<file path="src/rtl/prco_debug_uart_tx.sv">
// Debug byte tap for prco_core: captures q_debug on each rising instruction strobe
// into a small FIFO and streams the bytes out as 8N1 UART frames on one TX pin.
module prco_debug_uart_tx #(
  parameter int CLK_HZ       = 50000000,
  parameter int BAUD         = 115200,
  parameter int CLKS_PER_BIT = CLK_HZ / BAUD,
  parameter int FIFO_DEPTH   = 16,
  parameter int FIFO_AW      = $clog2(FIFO_DEPTH)
) (
  input  logic               i_clk,
  input  logic               i_reset,
  input  logic               i_en,
  input  logic               i_instr_clk,
  input  logic [7:0]         i_debug,
  output logic               q_tx,
  output logic               q_busy,
  output logic [FIFO_AW:0]   q_fifo_count,
  output logic               q_fifo_full,
  output logic               q_overflow
);

  localparam int CNT_W = (CLKS_PER_BIT > 2) ? $clog2(CLKS_PER_BIT) : 1;
  localparam logic [CNT_W-1:0]   BAUD_LAST = CNT_W'(CLKS_PER_BIT - 1);
  localparam logic [CNT_W-1:0]   BAUD_ZERO = {CNT_W{1'b0}};
  localparam logic [CNT_W-1:0]   BAUD_ONE  = CNT_W'(1);
  localparam logic [FIFO_AW:0]   CNT_ZERO  = {(FIFO_AW+1){1'b0}};
  localparam logic [FIFO_AW:0]   CNT_ONE   = (FIFO_AW+1)'(1);
  localparam logic [FIFO_AW:0]   CNT_DEPTH = (FIFO_AW+1)'(FIFO_DEPTH);
  localparam logic [FIFO_AW-1:0] PTR_ZERO  = {FIFO_AW{1'b0}};
  localparam logic [FIFO_AW-1:0] PTR_ONE   = FIFO_AW'(1);

  typedef enum logic [1:0] {
    ST_IDLE  = 2'd0,
    ST_START = 2'd1,
    ST_DATA  = 2'd2,
    ST_STOP  = 2'd3
  } state_t;

  state_t             state_r;
  logic [CNT_W-1:0]   baud_r;
  logic [2:0]         bit_r;
  logic [7:0]         shift_r;
  logic               prev_r;
  logic [FIFO_AW-1:0] wr_ptr_r;
  logic [FIFO_AW-1:0] rd_ptr_r;
  logic [7:0]         mem_r [FIFO_DEPTH];

  logic               push_req_s;
  logic               pop_s;
  logic               push_ok_s;
  logic               drop_s;
  logic [FIFO_AW:0]   count_next_s;

  // Push/pop arbitration; a pop in the same cycle frees the slot a full-FIFO push needs.
  always_comb begin
    push_req_s = i_en & i_instr_clk & ~prev_r;
    pop_s      = (state_r == ST_IDLE) && (q_fifo_count != CNT_ZERO);
    push_ok_s  = push_req_s & (~q_fifo_full | pop_s);
    drop_s     = push_req_s & q_fifo_full & ~pop_s;
    case ({push_ok_s, pop_s})
      2'b10:   count_next_s = q_fifo_count + CNT_ONE;
      2'b01:   count_next_s = q_fifo_count - CNT_ONE;
      default: count_next_s = q_fifo_count;
    endcase
  end

  // Strobe edge register, FIFO pointers, occupancy and sticky overflow.
  always_ff @(posedge i_clk) begin
    if (i_reset) begin
      prev_r       <= 1'b0;
      wr_ptr_r     <= PTR_ZERO;
      rd_ptr_r     <= PTR_ZERO;
      q_fifo_count <= CNT_ZERO;
      q_fifo_full  <= 1'b0;
      q_overflow   <= 1'b0;
    end else begin
      prev_r       <= i_instr_clk;
      q_fifo_count <= count_next_s;
      q_fifo_full  <= (count_next_s == CNT_DEPTH);
      if (push_ok_s) begin
        wr_ptr_r <= wr_ptr_r + PTR_ONE;
      end
      if (pop_s) begin
        rd_ptr_r <= rd_ptr_r + PTR_ONE;
      end
      if (drop_s) begin
        q_overflow <= 1'b1;
      end
    end
  end

  // Byte storage; contents need no reset since the pointers define validity.
  always_ff @(posedge i_clk) begin
    if (push_ok_s) begin
      mem_r[wr_ptr_r] <= i_debug;
    end
  end

  // Frame serialiser; q_tx and q_busy are set together with the state they belong to.
  always_ff @(posedge i_clk) begin
    if (i_reset) begin
      state_r <= ST_IDLE;
      baud_r  <= BAUD_ZERO;
      bit_r   <= 3'd0;
      shift_r <= 8'h00;
      q_tx    <= 1'b1;
      q_busy  <= 1'b0;
    end else begin
      case (state_r)
        ST_IDLE: begin
          if (pop_s) begin
            shift_r <= mem_r[rd_ptr_r];
            baud_r  <= BAUD_ZERO;
            state_r <= ST_START;
            q_tx    <= 1'b0;
            q_busy  <= 1'b1;
          end else begin
            q_tx    <= 1'b1;
            q_busy  <= 1'b0;
          end
        end
        ST_START: begin
          if (baud_r == BAUD_LAST) begin
            baud_r  <= BAUD_ZERO;
            bit_r   <= 3'd0;
            state_r <= ST_DATA;
            q_tx    <= shift_r[0];
          end else begin
            baud_r  <= baud_r + BAUD_ONE;
          end
        end
        ST_DATA: begin
          if (baud_r == BAUD_LAST) begin
            baud_r  <= BAUD_ZERO;
            shift_r <= {1'b0, shift_r[7:1]};
            if (bit_r == 3'd7) begin
              state_r <= ST_STOP;
              q_tx    <= 1'b1;
            end else begin
              bit_r   <= bit_r + 3'd1;
              q_tx    <= shift_r[1];
            end
          end else begin
            baud_r  <= baud_r + BAUD_ONE;
          end
        end
        ST_STOP: begin
          if (baud_r == BAUD_LAST) begin
            baud_r  <= BAUD_ZERO;
            state_r <= ST_IDLE;
            q_busy  <= 1'b0;
          end else begin
            baud_r  <= baud_r + BAUD_ONE;
          end
          q_tx <= 1'b1;
        end
        default: begin
          state_r <= ST_IDLE;
          baud_r  <= BAUD_ZERO;
          q_tx    <= 1'b1;
          q_busy  <= 1'b0;
        end
      endcase
    end
  end

endmodule

</file>
<file path="config.mk">
export PLATFORM = sky130hd
export DESIGN_NAME = prco_debug_uart_tx
export DESIGN_NICKNAME = d
export VERILOG_FILES = /design/src/rtl/prco_debug_uart_tx.sv
export SDC_FILE = /design/constraint.sdc
export NUM_CORES = 1
export LEC_CHECK = 0
export BUFFER_PORTS_ARGS = -buffer_cell sky130_fd_sc_hd__buf_2
export CAP_MARGIN = 15
export CORE_ASPECT_RATIO = 2
export CORE_UTILIZATION = 56
export CTS_CLUSTER_DIAMETER = 60
export DETAILED_ROUTE_END_ITERATION = 12
export PLACE_DENSITY_LB_ADDON = 0.1
export SETUP_SLACK_MARGIN = 0.02
export SLEW_MARGIN = 15
export SYNTH_ARGS = -nofsm -noshare
export SYNTH_HDL_FRONTEND = slang
export SYNTH_SLANG_ARGS = --single-unit
</file>
<file path="constraint.sdc">
create_clock -name i_clk -period 3.1 [get_ports i_clk]
set_clock_uncertainty 0.05 [all_clocks]
set_input_delay 0.465 -clock i_clk [delete_from_list [all_inputs] [get_ports i_clk]]
set_output_delay 0.465 -clock i_clk [all_outputs]
set_load 0.02 [all_outputs]
</file>
==> results of run 1 <==
-- registers in the layout (all words and copies together) (netlist names), 2 cells and up, named ones only --
register      flops
mem_r           128
bit_r             3
wr_ptr_r          4
rd_ptr_r          4
state_r           2
shift_r           8
q_fifo_count      5
baud_r            9
-- layout by cell type, fill, tap and decap left out, types with 4 or more instances in the layout --
master     instances
edfxtp_1         128
nor2_1            53
dfxtp_1           42
mux4_2            26
buf_4             26
o21ai_0           25
a21oi_1           21
buf_2             20
clkbuf_16         17
nand2_1           14
ha_1              14
mux2_2            12
inv_1             11
nand3_1           10
nor3_1             8
nor2b_1            7
a221oi_1           7
xor2_1             6
and3_1             6
a21o_1             6
o22ai_1            6
a32oi_1            6
inv_6              6
mux2i_1            5
xnor2_1            5
a311oi_1           4
clkinv_8           4
inv_8              4
-- worst register-to-register path, stage by stage, from the launching register on --
cell and delay (ns):
dfxtp_2 0.32, or3_4 0.40, o31ai_4 0.26, buf_4 0.19, inv_2 0.05, ha_4 0.17
xor2_1 0.14, ha_2 0.23, a21oi_1 0.07, or3b_2 0.45, a41oi_2 0.18, xnor2_1 0.10
nor4bb_1 0.24
-- area by class of cell --
class	instances	area [sq um]
clock buffers	18	429.2
clock inverters	14	162.7
fillers	919	4310
inverters	13	48.80
multi-input cells	282	2301
flip-flops and latches	172	4727
well taps	150	187.7
repair buffers	47	315.3
-- layer usage --
metal  vias up  part of all wire  global-route usage
li1       1976                 -                   -
met1      2134              0.37              0.2649
met2       107              0.57              0.4489
met3        25             0.035             0.03989
met4         0             0.031              0.1156
met5         -                 0                   0
-- repair_timing --
item                                    in CTS  in global routing
endpoints found under the setup margin       0                  1
buffers inserted                             0                  1
hold buffers                                 0                  0
-- metrics by stage --
step	cells	total power, mW	utilization	hold WS [ns]	cell area [sq um]
2_1_floorplan	490	4.500	-	0.3824	7186
3_3_place_gp	663	5.093	0.6067	0.3945	7572
3_5_place_dp	663	5.148	0.6067	0.4060	7572
4_1_cts	695	7.220	0.6541	0.2127	8164
5_1_grt	696	7.548	0.6547	0.2411	8172
6_report	696	7.201	0.6547	0.2225	8172
-- cells by family after synthesis --
group           after synthesis
fa+ha+maj                    16
flops                       172
mux                          43
simple gates                119
xor+xnor                     11
compound gates               93
buf+inv                      36
-- path summary, 6_finish.rpt --
kind,endpoint,slack [ns],start
hold / removal,prev_r,0.22,i_instr_clk
hold reg to reg,shift_r[7],0.41,shift_r[7]
setup reg to reg,q_fifo_full,0.16,q_fifo_count[1]
setup / recovery,q_fifo_full,0.16,q_fifo_count[1]
-- where the power goes --
part	switching (mW)	total, mW	internal [mW]
sequential	0.172	2.80	2.63
combinational	1.31	2.31	1.01
clock	0.996	2.09	1.09
==> out/qor.log, run 1 <==
INFO  synth          sequential_share_of_the_synthesized_area=0.6600
INFO  synth          yosys_warnings=0
INFO  synth          syn-mean-instance-area=14.61squm
INFO  die            core_area=12480squm
INFO  hold_path      worst_hold_path_type=input port to register
INFO  grt            largest_net_degree_at_the_start_of_global_routing=42
INFO  synth          syn-num-nets=518
INFO  timing         relative_slew_slack=0.3722
INFO  worst_setup_path worst_r2r_path_depth=12
INFO  timing         finalSetupTns=0ns
INFO  worst_setup_path crit_path_required_time=3.39ns
INFO  timing         period_share=0.9477
INFO  clock_tree     ctsLongestPathBuffers=2
INFO  worst_setup_path cpPeakStageDelay=0.45ns
INFO  synth          prevailing_post_synth_register_cell=edfxtp_1
INFO  clock_tree     cts.repair.resized=0
INFO  grt            grt_first_pass_wirelength=22720um
INFO  layout         final_layout_size_suffix_gt1_frac=0.2418
INFO  routing        ant_nets=0
INFO  routing        first_iter_violations=291
INFO  die            design.portCount=21
INFO  grt            track_usage=0.2458
INFO  synth          async_reset_ff_frac=0
INFO  pwr            power_density=881.2nW/um^2
INFO  layout         design.final.nets=561
INFO  clock_tree     cts_made_buffers=17
INFO  worst_setup_path worstPathBufferInverterCount=2
INFO  clock_tree     ctsRootBufferMaster=clkbuf_16
INFO  synth          synthAdderAreaFrac=0.02797
INFO  layout         area_growth_syn_to_layout=14.16%
INFO  grt            number_of_global_route_vias_before_repair=4256
INFO  hold_path      whs_path_depth=2
INFO  place          io_buffers=20
INFO  timing         setup_repair_after_global_routing_missed_its_margin=false
INFO  synth          synth_seq_cells=172
INFO  routing        drt-vias-per-instance=6.095
INFO  clock_tree     clock_tree_from_tritoncts=yes
INFO  timing         final_hold_viol_count=0
INFO  place          hpwlAfterDp=10140um
INFO  die            floorplan.initialDensity=0.5735
INFO  clock_tree     cts.sink_count=172
INFO  worst_setup_path critPathTopFamily=simple AND/OR/NAND/NOR gates
INFO  pwr            cellLeakagePower=2.778nW
INFO  clock_tree     clock_latency=0.43ns
INFO  timing         maxClockFrequency=0.3404GHz
INFO  timing         drv_slew=0
INFO  timing         timing_worst_slew_pin_value=0.9404ns
INFO  synth          netlist_instances=490
INFO  worst_setup_path worst_ep_arrival_time=3.22ns
INFO  die            core.rowCount=58
INFO  place          finalWeightedCongestion=0.7656
INFO  die            die_area=13270squm
INFO  run            maxCapViolations=0
INFO  clock_tree     cts_htree_levels=4
INFO  synth          synth.most_common_cell=edfxtp_1
INFO  synth          synth_edf_count=128
INFO  synth          synthDistinctLibCells=54
INFO  synth          synth_area_in_compound_gates=0.08757
INFO  synth          synth_top_family_by_area=multiplexers
INFO  synth          synthDominantAreaCellType=edfxtp_1
INFO  synth          muxShareOfSynthArea=0.1077
INFO  routing        wire_per_inst=21.52um
INFO  layout         number_of_antenna_repair_diodes=0
INFO  synth          yosys.area_share.xor_xnor=0.01346
INFO  synth          post_synth_instance_area=7158squm
INFO  grt            grt_antenna_before_repair=0
INFO  synth          yosys-top-cells-area=edfxtp_1, dfxtp_1, mux4_2
INFO  worst_setup_path critical_path.max_fanout=6
INFO  worst_setup_path setup_crit_path_kind=register to register
INFO  grt            globalRouteOverflowTotal=0
INFO  synth          synth_simple_gate_area_frac=0.08110
INFO  worst_setup_path setup.worst_path.start_class=register
INFO  pwr            power.ir.vdd_worst=825.1uV
INFO  timing         finalCriticalPeriod=2.938ns
INFO  worst_setup_path timing.critical_path.depth=12
INFO  die            chipHeight=161.9um
INFO  place          place_worst_setup_slack=0.1106ns
INFO  timing         setup_ws=0.1620ns
INFO  routing        route.vias.total=4242
INFO  routing        firstDrtPassIters=5
INFO  die            die_width=81.95um
INFO  worst_setup_path critPathSlowestCell=or3b_2
INFO  synth          synth.top_cells.by_count=edfxtp_1, nor2_1, dfxtp_1, mux4_2, o21ai_0
INFO  routing        drc_violations_left=0
INFO  routing        detail_route.wirelength=14980um
INFO  clock_tree     clk_transition_reported_paths=0.07ns
INFO  timing         final_setup_violation_count=0
INFO  worst_setup_path type_of_element_capturing_the_critical_path=register
INFO  run_status     outcome=complete, no violations
INFO  worst_setup_path path_cells=or3_4, o31ai_4, buf_4, inv_2, ha_4, xor2_1, ha_2, a21oi_1, or3b_2, a41oi_2, xnor2_1, nor4bb_1
INFO  synth          synth.top_cell.area_share=0.5370
Note: power is estimated with default switching activity, not from simulation.
==> run 2: changes to the inputs <==
CAP_MARGIN = 20   (was 15)
CTS_BUF_LIST = sky130_fd_sc_hd__clkbuf_16   (was default)
==> run 2 against run 1 <==
Net effect:
- worst setup slack is essentially flat
- worst hold slack is essentially flat
- combinational power is essentially flat
- design area is the same
- final cell count is the same
- fmax is the same
- wire length is essentially flat
- first-iteration DRC count is the same
- die area is the same
- clock power is essentially flat
- critical endpoint unchanged
- largest cell class unchanged
- largest power group unchanged
==> out/qor.log, run 2 (synthesis results as in run 1) <==
INFO  run_status     outcome=complete, no violations [unchanged]
INFO  grt            grt_antenna_before_repair=0 [unchanged]
INFO  hold_path      worst_hold_path_type=input port to register [unchanged]
INFO  die            core.rowCount=58 [unchanged]
INFO  timing         final_setup_violation_count=0 [unchanged]
INFO  timing         relative_slew_slack=0.3727 [was 0.3722]
INFO  clock_tree     cts_htree_levels=4 [unchanged]
INFO  die            design.portCount=21 [unchanged]
INFO  routing        ant_nets=0 [unchanged]
INFO  clock_tree     ctsRootBufferMaster=clkbuf_16 [unchanged]
INFO  timing         maxClockFrequency=0.3404GHz [unchanged]
INFO  worst_setup_path type_of_element_capturing_the_critical_path=register [unchanged]
INFO  timing         final_hold_viol_count=0 [unchanged]
INFO  die            floorplan.initialDensity=0.5735 [unchanged]
INFO  timing         setup_ws=0.1620ns [about the same]
INFO  layout         design.final.nets=561 [unchanged]
INFO  place          finalWeightedCongestion=0.7656 [unchanged]
INFO  layout         number_of_antenna_repair_diodes=0 [unchanged]
INFO  clock_tree     ctsLongestPathBuffers=2 [unchanged]
INFO  timing         timing_worst_slew_pin_value=0.9396ns [was 0.9404 ns]
INFO  place          place_worst_setup_slack=0.1106ns [unchanged]
INFO  worst_setup_path critical_path.max_fanout=6 [unchanged]
INFO  worst_setup_path crit_path_required_time=3.39ns [about the same]
INFO  timing         period_share=0.9477 [about the same]
INFO  clock_tree     cts.repair.resized=0 [unchanged]
INFO  worst_setup_path cpPeakStageDelay=0.45ns [about the same]
INFO  worst_setup_path setup_crit_path_kind=register to register [unchanged]
INFO  pwr            power_density=881.0nW/um^2 [was 881.2 nW/um^2]
INFO  grt            globalRouteOverflowTotal=0 [unchanged]
INFO  routing        drt-vias-per-instance=6.086 [was 6.095]
INFO  worst_setup_path worstPathBufferInverterCount=2 [unchanged]
INFO  routing        drc_violations_left=0 [unchanged]
INFO  clock_tree     cts_made_buffers=17 [unchanged]
INFO  layout         final_common_cell=edfxtp_1 [unchanged]
INFO  routing        first_iter_violations=291 [unchanged]
INFO  die            chipHeight=161.9um [unchanged]
INFO  worst_setup_path critPathTopFamily=simple AND/OR/NAND/NOR gates [unchanged]
INFO  die            die_width=81.95um [unchanged]
INFO  worst_setup_path critPathSlowestCell=or3b_2 [unchanged]
INFO  layout         fillCellCount=919 [unchanged]
INFO  worst_setup_path setup.worst_path.start_class=register [unchanged]
INFO  pwr            power.ir.vdd_worst=824.9uV [was 825.1 uV]
INFO  grt            number_of_global_route_vias_before_repair=4256 [unchanged]
INFO  worst_setup_path worst_ep_arrival_time=3.22ns [about the same]
INFO  clock_tree     cts.sink_count=172 [unchanged]
INFO  layout         final_core_util=0.6547 [unchanged]
INFO  routing        firstDrtPassIters=5 [unchanged]
INFO  die            core_area=12480squm [unchanged]
INFO  grt            track_usage=0.2458 [unchanged]
INFO  place          io_buffers=20 [unchanged]
INFO  layout         biggest_regs=mem_r x128, baud_r x9, shift_r x8 [unchanged]
INFO  timing         setup_repair_after_global_routing_missed_its_margin=false [unchanged]
INFO  clock_tree     clock_latency=0.43ns [about the same]
INFO  grt            largest_net_degree_at_the_start_of_global_routing=42 [unchanged]
INFO  timing         finalCriticalPeriod=2.938ns [about the same]
INFO  die            die_area=13270squm [unchanged]
INFO  layout         final_layout_size_suffix_gt1_frac=0.2418 [unchanged]
INFO  clock_tree     setup_fix_bufs_post_cts=0 [unchanged]
INFO  worst_setup_path path_cells=or3_4, o31ai_4, buf_4, inv_2, ha_4, xor2_1, ha_2, a21oi_1, or3b_2, a41oi_2, xnor2_1, nor4bb_1 [unchanged]
INFO  clock_tree     count_of_hold_buffers_inserted_by_post_cts_repair=0 [unchanged]
INFO  routing        route.vias.total=4236 [was 4242]
INFO  layout         max_flop_register=mem_r [unchanged]
INFO  timing         finalSetupTns=0ns [unchanged]
INFO  layout         number_of_flip_flops_in_the_largest_register=128 [unchanged]
INFO  timing         drv_slew=0 [unchanged]
INFO  routing        wire_per_inst=21.50um [was 21.52 um]
INFO  pwr            cellLeakagePower=2.782nW [was 2.778 nW]
INFO  clock_tree     clock_tree_from_tritoncts=yes [unchanged]
INFO  routing        detail_route.wirelength=14970um [was 14980 um]
INFO  worst_setup_path worst-r2r-setup-slack=0.16ns [about the same]
INFO  run            maxCapViolations=0 [unchanged]
INFO  layout         final_cell_mix=edfxtp_1, nor2_1, dfxtp_1 [unchanged]
INFO  clock_tree     clk_transition_reported_paths=0.07ns [about the same]
INFO  grt            grt_first_pass_wirelength=22720um [unchanged]
INFO  layout         area_growth_syn_to_layout=14.16% [unchanged]
INFO  place          hpwlAfterDp=10140um [unchanged]
[run 2: cell count changes in the layout (fill, tap and decap cells not counted), sizes merged]
| cell | delta |
|---|---|
| clkbuf | -1 |
| inv | +1 |
[run 2: final timing paths]
path                                      start           to  cells after the start
worst max-delay path            q_fifo_count[1]  q_fifo_full                     12
worst min-delay path                i_instr_clk       prev_r                      2
worst min register to register       shift_r[7]   shift_r[7]                      2
worst max register to register  q_fifo_count[1]  q_fifo_full                     12
[run 2: power breakdown]
part           internal, mW  leakage (nW)  total [mW]  switching (mW)
Clock                  1.09         0.294        2.08           0.996
Combinational          1.01         0.976        2.31            1.31
Sequential             2.63          1.51        2.80           0.172
[run 2: per-layer routing]
layer | part of all wire | GRT usage | vias up
met5 | 0 | 0 | -
li1 | - | - | 1976
met2 | 0.57 | 0.4489 | 109
met3 | 0.036 | 0.03989 | 25
met4 | 0.031 | 0.1156 | 0
met1 | 0.37 | 0.2649 | 2126
[run 2: stage by stage]
stage	instances	power (mW)	cell area (sq um)	hold slack, ns
3_5_place_dp	663	5.148	7572	0.4060
6_report	696	7.199	8172	0.2225
4_1_cts	695	7.216	8164	0.2127
3_3_place_gp	663	5.093	7572	0.3945
5_1_grt	696	7.545	8172	0.2411
2_1_floorplan	490	4.500	7186	0.3824
[run 2: area by class of cell]
cell class | instances | area (sq um) | share of cell area
clock buffer | 17 | 425.4 | 0.05206
clock inverter | 15 | 166.4 | 0.02036
inverter | 13 | 48.80 | 0.005972
multi-input combinational | 282 | 2301 | 0.2816
sequential | 172 | 4727 | 0.5785
tap | 150 | 187.7 | 0.02297
timing repair buffer | 47 | 315.3 | 0.03859
==> run 3: changes to the inputs <==
CORE_UTILIZATION = 60   (was 56)
SLEW_MARGIN = default   (was 15)
clock period = 3.15 ns   (was 3.1 ns; I/O delays follow)
==> run 3 against run 2 <==
Net effect:
- first-iteration DRC count decreased by 10%
- worst hold slack improved by 0.0043 ns
- via count decreased by 0.80%
- core utilization increased by 4.7 points
- final cell count decreased by 0.43%
- non-clock buffer count increased by 2
- design area increased by 0.46%
- critical path type unchanged
==> out/qor.log, run 3 (synthesis results as in run 1) <==
INFO  routing        first_iter_violations=261 [was 291]
INFO  clock_tree     cts_htree_levels=4 [unchanged]
INFO  worst_setup_path critical_path.max_fanout=6 [unchanged]
INFO  timing         final_setup_violation_count=0 [unchanged]
INFO  layout         design.final.nets=563 [was 561]
INFO  layout         final_common_cell=edfxtp_1 [unchanged]
INFO  routing        firstDrtPassIters=4 [was 5]
INFO  pwr            power_spent_charging_and_discharging_nets=2.458mW [was 2.475 mW]
INFO  pwr            p_seq_frac=0.390 [was 0.389]
INFO  worst_setup_path type_of_element_capturing_the_critical_path=register [unchanged]
INFO  die            core.rowCount=56 [was 58]
INFO  layout         max_flop_register=mem_r [unchanged]
INFO  timing         final_hold_viol_count=0 [unchanged]
INFO  layout         number_of_flip_flops_in_the_largest_register=128 [unchanged]
INFO  die            core_area=11700squm [was 12480 sq um]
INFO  layout         final_cell_mix=edfxtp_1, nor2_1, dfxtp_1 [unchanged]
INFO  place          place_worst_setup_slack=0.1002ns [was 0.1106 ns]
INFO  pwr            intPower=4.641mW [was 4.724 mW]
INFO  place          finalWeightedCongestion=0.7691 [was 0.7656]
INFO  routing        drt-vias-per-instance=6.063 [was 6.086]
INFO  grt            globalRouteOverflowTotal=0 [unchanged]
INFO  routing        drc_violations_left=0 [unchanged]
INFO  run_status     outcome=complete, no violations [unchanged]
INFO  timing         hold-worst-slack=0.2268ns [was 0.2225 ns]
INFO  worst_setup_path worst_ep_arrival_time=3.22ns [about the same]
INFO  clock_tree     clk_transition_reported_paths=0.07ns [about the same]
INFO  clock_tree     clock_latency=0.42ns [was 0.43 ns]
INFO  clock_tree     clock_tree_from_tritoncts=yes [unchanged]
INFO  timing         drv_slew=0 [unchanged]
INFO  place          hpwlAfterDp=10170um [was 10140 um]
INFO  routing        route.vias.total=4202 [was 4236]
INFO  pwr            share_clk_of_total_power=0.295 [was 0.289]
INFO  timing         maxClockFrequency=0.3404GHz [about the same]
INFO  hold_path      worst_hold_path_type=input port to register [unchanged]
INFO  timing         relative_slew_slack=0.4573 [was 0.3727]
INFO  die            design.portCount=21 [unchanged]
INFO  timing         finalSetupTns=0ns [unchanged]
INFO  layout         biggest_regs=mem_r x128, baud_r x9, shift_r x8 [unchanged]
INFO  grt            track_usage=0.2579 [was 0.2458]
INFO  pwr            cellLeakagePower=2.799nW [was 2.782 nW]
INFO  worst_setup_path setup_crit_path_kind=register to register [unchanged]
INFO  pwr            switching_share=0.3463 [was 0.3438]
INFO  run            maxCapViolations=0 [unchanged]
INFO  layout         area_growth_syn_to_layout=14.68% [was 14.16%]
INFO  grt            grt_first_pass_wirelength=22760um [was 22720 um]
INFO  routing        detail_route.wirelength=14570um [was 14970 um]
INFO  layout         final-instance-count-excl-fill=693 [was 696]
INFO  timing         period_share=0.9326 [was 0.9477]
INFO  pwr            power_density=864.8nW/um^2 [was 881.0 nW/um^2]
INFO  clock_tree     cts_made_buffers=17 [unchanged]
INFO  grt            number_of_global_route_vias_before_repair=4284 [was 4256]
INFO  grt            grt_antenna_before_repair=0 [unchanged]
INFO  timing         setup_ws=0.2123ns [was 0.1620 ns]
INFO  die            chipHeight=156.5um [was 161.9 um]
INFO  clock_tree     ctsRootBufferMaster=clkbuf_16 [unchanged]
INFO  timing         setup_repair_after_global_routing_missed_its_margin=false [unchanged]
INFO  timing         finalCriticalPeriod=2.938ns [about the same]
INFO  routing        wire_per_inst=21.03um [was 21.50 um]
INFO  clock_tree     cts.sink_count=172 [unchanged]
INFO  worst_setup_path crit_path_required_time=3.43ns [was 3.39 ns]
INFO  timing         timing_worst_slew_pin_value=0.8130ns [was 0.9396 ns]
INFO  die            floorplan.initialDensity=0.6117 [was 0.5735]
INFO  die            die_width=79.24um [was 81.95 um]
INFO  grt            largest_net_degree_at_the_start_of_global_routing=42 [unchanged]
INFO  pwr            power.ir.vdd_worst=726.9uV [was 824.9 uV]
INFO  layout         number_of_antenna_repair_diodes=0 [unchanged]
INFO  routing        ant_nets=0 [unchanged]
INFO  clock_tree     ctsLongestPathBuffers=2 [unchanged]
INFO  die            die_area=12400squm [was 13270 sq um]
INFO  pwr            comb_power_share=0.315 [was 0.321]
INFO  clock_tree     count_of_hold_buffers_inserted_by_post_cts_repair=0 [unchanged]
INFO  place          dp_cells=660 [was 663]
INFO  layout         final_layout_size_suffix_gt1_frac=0.2500 [was 0.2418]
INFO  place          io_buffers=20 [unchanged]
INFO  worst_setup_path setup.worst_path.start_class=register [unchanged]
[run 3: path summary, 6_finish.rpt]
| kind | startpoint | to | slack, ns | cells past startpoint |
|---|---|---|---|---|
| worst max register to register | q_fifo_count[3] | q_fifo_full | 0.21 | 12 |
| worst min-delay path | i_instr_clk | prev_r | 0.23 | 2 |
| worst max-delay path | q_fifo_count[3] | q_fifo_full | 0.21 | 12 |
| worst min register to register | shift_r[7] | shift_r[7] | 0.42 | 2 |
[run 3: cell type report]
cell class	count	area, sq um
sequential	172	4728
clock inverter	15	186.4
clock buffer	17	425.4
multi-input combinational	282	2308
timing repair buffer	49	330.3
tap	145	181.4
inverter	13	48.80
fill	785	3492
[run 3: power groups by stage]
| stage | combinational [mW] | sequential [mW] | clock [mW] |
|---|---|---|---|
| after floorplan | 1.62 | 2.80 | 0 |
| after global placement | 2.16 | 2.81 | 0 |
| after detailed placement | 2.21 | 2.81 | 0 |
| after CTS | 2.23 | 2.77 | 2.12 |
| after global routing | 2.46 | 2.80 | 2.20 |
| final | 2.24 | 2.77 | 2.09 |
[run 3: critical path, stage by stage (launching register included)]
cell      delay [ns]
dfxtp_2         0.35
or3_4           0.38
o31ai_4         0.32
a21oi_4         0.10
inv_2           0.09
ha_4            0.18
xor2_2          0.14
ha_2            0.21
a21oi_1         0.06
or3b_2          0.45
a41oi_2         0.16
xnor2_1         0.11
nor4bb_1        0.27
[run 3: timing repair]
action	in CTS	in global routing
endpoints found under the hold margin	0	0
gates resized for setup	0	2
setup buffers	0	1
setup endpoints to repair	0	2
[run 3: metal layers]
metal | global-route usage | vias up | part of all wire
met2 | 0.4832 | 91 | 0.58
met1 | 0.2827 | 2118 | 0.37
met5 | 0 | - | 0
met4 | 0.09091 | 0 | 0.019
li1 | - | 1974 | -
met3 | 0.04956 | 19 | 0.030
[run 3: stage by stage]
stage	power [mW]	instance area (sq um)	utilization
finish	7.099	8209	0.7016
global route	7.455	8209	0.7016
CTS	7.117	8193	0.7002
detailed placement	5.029	7581	0.6479
global placement	4.970	7581	0.6479
floorplan	4.428	7186	-
